### config.mk
export PLATFORM = sky130hd
export DESIGN_NAME = seq_divider_32_flat
export DESIGN_NICKNAME = d
export VERILOG_FILES = /design/src/rtl/seq_divider_32_pkg.sv /design/src/rtl/seq_divider_32_if.sv /design/src/rtl/seq_divider_32_div_step.sv /design/src/rtl/seq_divider_32.sv /design/src/flat_wrapper.sv
export SDC_FILE = /design/constraint.sdc
export NUM_CORES = 1
export LEC_CHECK = 0
export CAP_MARGIN = 20
export CORE_ASPECT_RATIO = 0.75
export CORE_MARGIN = 8
export CORE_UTILIZATION = 48
export CTS_BUF_LIST = sky130_fd_sc_hd__clkbuf_8
export CTS_CLUSTER_SIZE = 14
export DETAILED_ROUTE_END_ITERATION = 6
export GPL_TIMING_DRIVEN = 0
export MAX_ROUTING_LAYER = met4
export PLACE_DENSITY_LB_ADDON = 0.12
export SYNTH_ARGS = -nofsm -noshare
export SYNTH_HDL_FRONTEND = slang
export SYNTH_SLANG_ARGS = --single-unit
### constraint.sdc
create_clock -name clk -period 7.8 [get_ports clk]
set_clock_uncertainty 0.1 [all_clocks]
set_input_delay 1.17 -clock clk [delete_from_list [all_inputs] [get_ports clk]]
set_output_delay 1.17 -clock clk [all_outputs]
set_load 0.01 [all_outputs]
### src/rtl/seq_divider_32_pkg.sv
// rtl/seq_divider_32_pkg.sv - shared types and constants for the iterative divider
// Contents: FSM state enum, default operand width, divide-by-zero / signed-overflow constants.
package seq_divider_32_pkg;

  localparam int DIV_WIDTH = 32;

  // Quotient returned for a zero divisor, and the most negative signed operand.
  localparam logic [DIV_WIDTH-1:0] QUOT_ALL_ONES = {DIV_WIDTH{1'b1}};
  localparam logic [DIV_WIDTH-1:0] SIGNED_MIN    = {1'b1, {(DIV_WIDTH-1){1'b0}}};

  typedef enum logic [1:0] {
    ST_IDLE,
    ST_CALC,
    ST_FIX,
    ST_DONE
  } div_state_e;

endpackage

### src/rtl/seq_divider_32_if.sv
// rtl/seq_divider_32_if.sv - request/result bundle between the core and the divider
// master: drives start/is_signed/dividend/divisor, observes busy/done/quotient/remainder/div_by_zero.
// slave : the divider side of the same signals.
interface seq_divider_32_if
  import seq_divider_32_pkg::*;
#(
  parameter int WIDTH = DIV_WIDTH
);

  logic             start;
  logic             is_signed;
  logic [WIDTH-1:0] dividend;
  logic [WIDTH-1:0] divisor;
  logic             busy;
  logic             done;
  logic [WIDTH-1:0] quotient;
  logic [WIDTH-1:0] remainder;
  logic             div_by_zero;

  modport master (
    output start, is_signed, dividend, divisor,
    input  busy, done, quotient, remainder, div_by_zero
  );

  modport slave (
    input  start, is_signed, dividend, divisor,
    output busy, done, quotient, remainder, div_by_zero
  );

endinterface

### src/rtl/seq_divider_32_div_step.sv
// rtl/seq_divider_32_div_step.sv - one combinational restoring-division iteration
// Ports: prem_i  partial remainder (always < divisor), dvs_i divisor magnitude, bit_i next dividend bit,
//        prem_o  new partial remainder, q_bit_o quotient bit produced by this step.
module seq_divider_32_div_step #(
  parameter int WIDTH = 32
) (
  input  logic [WIDTH-1:0] prem_i,
  input  logic [WIDTH-1:0] dvs_i,
  input  logic             bit_i,
  output logic [WIDTH-1:0] prem_o,
  output logic             q_bit_o
);

  logic [WIDTH:0]   shifted;
  logic [WIDTH-1:0] diff;
  logic             borrow;

  always_comb begin
    shifted = {prem_i, bit_i};
    borrow  = shifted < {1'b0, dvs_i};
    // When no borrow the true difference is below the divisor, so it fits in WIDTH bits.
    diff    = shifted[WIDTH-1:0] - dvs_i;
    q_bit_o = ~borrow;
    prem_o  = borrow ? shifted[WIDTH-1:0] : diff;
  end

endmodule

### src/rtl/seq_divider_32.sv
// rtl/seq_divider_32.sv - iterative shift-and-subtract divider with RISC-V DIV/DIVU/REM/REMU results
// Ports: clk (rising edge), rst (async, active-high), bus (slave side of seq_divider_32_if).
module seq_divider_32
  import seq_divider_32_pkg::*;
#(
  parameter int WIDTH = DIV_WIDTH
) (
  input logic            clk,
  input logic            rst,
  seq_divider_32_if.slave bus
);

  localparam int CW = $clog2(WIDTH) + 1;
  localparam logic [WIDTH-1:0] Q_ONES =
    (WIDTH == DIV_WIDTH) ? WIDTH'(QUOT_ALL_ONES) : {WIDTH{1'b1}};
  localparam logic [WIDTH-1:0] SMIN =
    (WIDTH == DIV_WIDTH) ? WIDTH'(SIGNED_MIN) : {1'b1, {(WIDTH-1){1'b0}}};

  div_state_e       state_q;
  logic [CW-1:0]    cnt_q;
  logic [WIDTH-1:0] qr_q;     // dividend bits shift out the top, quotient bits shift in the bottom
  logic [WIDTH-1:0] dvs_q;
  logic [WIDTH-1:0] prem_q;
  logic             q_neg_q;
  logic             r_neg_q;
  logic             busy_q;
  logic             done_q;
  logic             dbz_q;
  logic [WIDTH-1:0] quot_q;
  logic [WIDTH-1:0] rem_q;

  logic             a_neg, b_neg, div_zero, ovf, accept;
  logic [WIDTH-1:0] a_mag, b_mag, quot_fix, rem_fix, prem_d;
  logic             q_bit_d;

  always_comb begin
    a_neg    = bus.is_signed & bus.dividend[WIDTH-1];
    b_neg    = bus.is_signed & bus.divisor[WIDTH-1];
    a_mag    = a_neg ? -bus.dividend : bus.dividend;
    b_mag    = b_neg ? -bus.divisor : bus.divisor;
    div_zero = (bus.divisor == '0);
    ovf      = bus.is_signed && (bus.dividend == SMIN) && (bus.divisor == Q_ONES);
    accept   = bus.start && ((state_q == ST_IDLE) || (state_q == ST_DONE));
    quot_fix = q_neg_q ? -qr_q : qr_q;
    rem_fix  = r_neg_q ? -prem_q : prem_q;
  end

  seq_divider_32_div_step #(.WIDTH(WIDTH)) u_step (
    .prem_i  (prem_q),
    .dvs_i   (dvs_q),
    .bit_i   (qr_q[WIDTH-1]),
    .prem_o  (prem_d),
    .q_bit_o (q_bit_d)
  );

  always_ff @(posedge clk or posedge rst) begin
    if (rst) begin
      state_q <= ST_IDLE;
      cnt_q   <= '0;
      qr_q    <= '0;
      dvs_q   <= '0;
      prem_q  <= '0;
      q_neg_q <= 1'b0;
      r_neg_q <= 1'b0;
      busy_q  <= 1'b0;
      done_q  <= 1'b0;
      dbz_q   <= 1'b0;
      quot_q  <= '0;
      rem_q   <= '0;
    end else begin
      case (state_q)
        ST_IDLE, ST_DONE: begin
          done_q  <= 1'b0;
          state_q <= ST_IDLE;
          if (accept) begin
            cnt_q <= '0;
            if (div_zero) begin
              state_q <= ST_DONE;
              done_q  <= 1'b1;
              quot_q  <= Q_ONES;
              rem_q   <= bus.dividend;
              dbz_q   <= 1'b1;
            end else if (ovf) begin
              state_q <= ST_DONE;
              done_q  <= 1'b1;
              quot_q  <= SMIN;
              rem_q   <= '0;
              dbz_q   <= 1'b0;
            end else begin
              state_q <= ST_CALC;
              busy_q  <= 1'b1;
              qr_q    <= a_mag;
              dvs_q   <= b_mag;
              prem_q  <= '0;
              q_neg_q <= a_neg ^ b_neg;
              r_neg_q <= a_neg;
            end
          end
        end
        ST_CALC: begin
          prem_q <= prem_d;
          qr_q   <= {qr_q[WIDTH-2:0], q_bit_d};
          cnt_q  <= cnt_q + 1'b1;
          if (cnt_q == CW'(WIDTH - 1)) state_q <= ST_FIX;
        end
        ST_FIX: begin
          quot_q  <= quot_fix;
          rem_q   <= rem_fix;
          dbz_q   <= 1'b0;
          busy_q  <= 1'b0;
          done_q  <= 1'b1;
          state_q <= ST_DONE;
        end
        default: state_q <= ST_IDLE;
      endcase
    end
  end

  assign bus.busy        = busy_q;
  assign bus.done        = done_q;
  assign bus.quotient    = quot_q;
  assign bus.remainder   = rem_q;
  assign bus.div_by_zero = dbz_q;

endmodule

### src/flat_wrapper.sv
// flat-port wrapper written by rule: the top's interface ports become plain ports
module seq_divider_32_flat import seq_divider_32_pkg::*;
#(
  parameter int WIDTH = DIV_WIDTH
)
  (clk, rst, bus_start, bus_is_signed, bus_dividend, bus_divisor, bus_busy, bus_done, bus_quotient, bus_remainder, bus_div_by_zero);
  seq_divider_32_if #(.WIDTH(WIDTH)) bus_i ();
  input logic clk;
  input logic rst;
  input wire logic [$bits(bus_i.start)-1:0] bus_start;
  input wire logic [$bits(bus_i.is_signed)-1:0] bus_is_signed;
  input wire logic [$bits(bus_i.dividend)-1:0] bus_dividend;
  input wire logic [$bits(bus_i.divisor)-1:0] bus_divisor;
  output wire logic [$bits(bus_i.busy)-1:0] bus_busy;
  output wire logic [$bits(bus_i.done)-1:0] bus_done;
  output wire logic [$bits(bus_i.quotient)-1:0] bus_quotient;
  output wire logic [$bits(bus_i.remainder)-1:0] bus_remainder;
  output wire logic [$bits(bus_i.div_by_zero)-1:0] bus_div_by_zero;
  assign bus_i.start = bus_start;
  assign bus_i.is_signed = bus_is_signed;
  assign bus_i.dividend = bus_dividend;
  assign bus_i.divisor = bus_divisor;
  assign bus_busy = bus_i.busy;
  assign bus_done = bus_i.done;
  assign bus_quotient = bus_i.quotient;
  assign bus_remainder = bus_i.remainder;
  assign bus_div_by_zero = bus_i.div_by_zero;
  seq_divider_32 #(.WIDTH(WIDTH)) u_core (.clk(clk), .rst(rst), .bus(bus_i));
endmodule
==> results.cfg <==
[placed_design]
place_area_um2 = 13800
gp_congestion = 0.979
port_buffers = 133
hpwl_mm = 33.5

[clocking]
clkLatencyLatePin_ns = 0.50
cts_tree = yes
cts_buffers = 17
clkSinkCount = 173
path_clk_slew_ns = 0.09
cts-resized-gates = 0
cts_root_buf = clkbuf_8
htreeDepth = 4
ctsHoldBuffers = 0
cts_buffer_depth = 2
post_cts.repair.setup_buffers = 0

[final_layout]
diodes = 0
final_cell_mix = nand2_1, dfrtp_1, o21ai_0
fill_cells = 2402
mostFrequentLayoutCell = nand2_1
drive_above_1_share_pct = 4.78
stdcell_area_um2 = 14200
multi_input_area_um2 = 7100
register_area_um2 = 4330
fin_nets = 1771
syn_to_final_growth_pct = 18.4

[setup_path]
cpPeakStageDelay_ns = 0.54
end_kind = flop
reg2reg_to = u_core.prem_q[1]
rrSetupSlack_ns = 3.44
worst-setup-path-type = in2reg
crit_chain = clkdlybuf4s50_1 -> inv_1 -> ha_1 -> nor4b_1 -> nand2_1 -> or3_4 -> o32ai_2 -> nor2_1 -> clkbuf_1 -> clkbuf_1 -> nor2_1 -> a21oi_1
crit_arrival_ns = 4.81
path_buf_inv = 4
critical_path.top_delay_family = buffers and inverters
r2r.worst_path.cells = 12
worst-path-max-fanout = 10
crit_slowest_cell = clkdlybuf4s50_1
critical_path_required_ns = 8.04
timing.rr.start = u_core.prem_q[3]
cp-start-kind = primary input

[timing]
fin_crit_ns = 4.57
worst_slew_pin_slew_ns = 1.12
clock.fmax_mhz = 219
rsz0062_at_grt = no
setup_violations = 0
setup_tns_ns = 0
final_max_slew_viol_count = 0
hold_violations = 0
holdWs_ns = 0.397
final.period_utilization_pct = 58.6
relSlewSlack_pct = 24.9

[logic_synthesis]
ys.warnings.count = 0
synth_top_family_by_area = simple AND/OR/NAND/NOR gates
ys_ff_latch = 173
synth_compound_area_share_pct = 20.0
synth_flop_cell = dfrtp_1
synth_edf_count = 0
yosysTopAreaCell = dfrtp_1
syn_area_per_cell_um2 = 7.98
synth.net_count = 1617
async_flop_share_pct = 100
synth-adder-area-share_pct = 4.43
muxShareOfSynthArea_pct = 2.86
ys_seq_area_share_pct = 36.0
synth_simple_gate_area_share_pct = 21.4
synth-xor-area-share_pct = 10.3
yosys-top-cells-area = dfrtp_1, xnor2_1, nand2_1, o21ai_0, a21oi_1
syn_area_um2 = 12000
synth_cell_type_count = 70
yosysTopAreaCellShare_pct = 36.0
synthCells = 1507

[route]
vias = 11900
via_per_inst = 5.93
firstDrtPassIters = 7
wl_mm = 42.3
ant_nets = 0
drt-initial-drc-count = 1208
wl_per_cell_um = 21.0
drc = 0

[flow_run]
maxCapViolations = 0

[floorplan]
die_h_um = 153
dieWidth_um = 199
core_area_um2 = 24800
ios = 135
die_area_um2 = 30400
rows = 50
initial_utilization_pct = 48.5

[worst_hold_path]
min_from = u_core.bus.quotient[24]
hold_path_class = reg2reg
hold_depth = 2
min_to = u_core.bus.quotient[24]

[grt]
grt_max_degree = 129
grt_first_pass_wirelength_mm = 65.3
overflow = 0
antenna_found_initial = 0
grt_pass1_vias = 11100
track_usage_pct = 28.5

[outcome]
status = complete, no violations

[power_and_ir_drop]
irDropWorstVdd_v = 0.000231
leakage_nw = 5.91
power_density_nw_per_um2 = 343
==> area by class of cell <==
cell class	instances	area share (%)
buffer	87	2.65
clock buffer	21	2.03
clock inverter	11	0.923
inverter	58	1.58
multi-input combinational	1189	49.9
sequential	173	30.4
tap	338	2.97
timing repair buffer	135	9.58
==> flip-flops by register name, indices dropped and copies added (netlist names) <==
name                    cells
u_core.bus.done             1
u_core.q_neg_q              1
u_core.state_q              2
u_core.r_neg_q              1
u_core.bus.remainder       32
u_core.bus.div_by_zero      1
u_core.cnt_q                6
u_core.dvs_q               32
u_core.prem_q              32
u_core.bus.busy             1
u_core.bus.quotient        32
u_core.qr_q                32
==> stage by stage <==
step / std cells / power (mW) / worst slack (ns) / util [%]
floorplan: 1507 / 3.16 / 1.84 / -
global placement: 1978 / 4.10 / -0.717 / 55.6
detailed placement: 1980 / 4.15 / 2.80 / 55.8
CTS: 2012 / 4.85 / 3.32 / 57.5
global route: 2012 / 5.25 / 3.06 / 57.5
finish: 2012 / 4.88 / 3.23 / 57.5
==> worst register-to-register path: cells and delay by family, from the launching register on <==
family / cells / cell delay (ns)
adder cells (fa/ha/maj): 1 / 0.32
flip-flops: 1 / 0.49
AND/OR/NAND/NOR: 2 / 0.27
buffers and inverters: 3 / 0.95
multiplexers: 1 / 0.24
AO/OA/AOI/OAI: 5 / 1.86
==> worst max path at each step <==
stage	startpoint	end	slack (ns)	cells past startpoint
global placement	rst	u_core.dvs_q[25]	-0.72	2
detailed placement	bus_dividend[0]	u_core.dvs_q[29]	2.80	12
global route	bus_dividend[0]	u_core.dvs_q[29]	3.06	12
floorplan	rst	u_core.bus.busy	1.84	1
CTS	bus_dividend[0]	u_core.dvs_q[29]	3.32	12
finish	bus_dividend[0]	u_core.dvs_q[29]	3.23	12
==> synthesized netlist by cell type, drive strengths merged (3+ instances only) <==
master / number
o21a: 5
xor2: 34
and2: 6
nand3: 91
o21bai: 4
nor2: 126
a21boi: 3
a22o: 3
a21oi: 134
nor3: 19
clkbuf: 62
mux2i: 31
dfrtp: 173
buf: 25
nand4: 20
mux2: 3
a21o: 6
nand2: 212
o311ai: 3
inv: 58
xnor2: 108
o41ai: 22
or4: 16
ha: 41
or3: 21
nor4: 14
o21ai: 171
a31o: 3
a31oi: 8
o22ai: 3
and3: 5
nand3b: 3
o31ai: 29
nand2b: 9
or2: 6
nor2b: 8
==> kinds of logic (layout without fill, tap and decap cells) <==
| family | after synthesis | after routing |
|---|---|---|
| xor gates and xnor gates | 142 | 142 |
| muxes | 34 | 34 |
| adders and majority gates | 42 | 42 |
| DFF | 173 | 173 |
| and+or+nand+nor | 560 | 560 |
| AOI/OAI and AO/OA | 411 | 411 |
| buffers and inverters | 145 | 312 |
==> power by group <==
group          internal (mW)  total, mW  switching (mW)  leakage (nW)
clock                  0.322      0.695           0.373         0.205
sequential              1.20       1.47           0.267          2.23
combinational           1.00       2.72            1.71          3.47
total                   2.53       4.88            2.35          5.91
==> metal layers <==
layer,vias up,global-route usage (%),part of all wire [%]
li1,5616,-,-
met1,5782,42.9,49
met2,503,35.4,38
met3,35,9.94,11
met4,0,6.13,1.5
met5,-,-,0
Note: power is estimated with default switching activity, not from simulation.
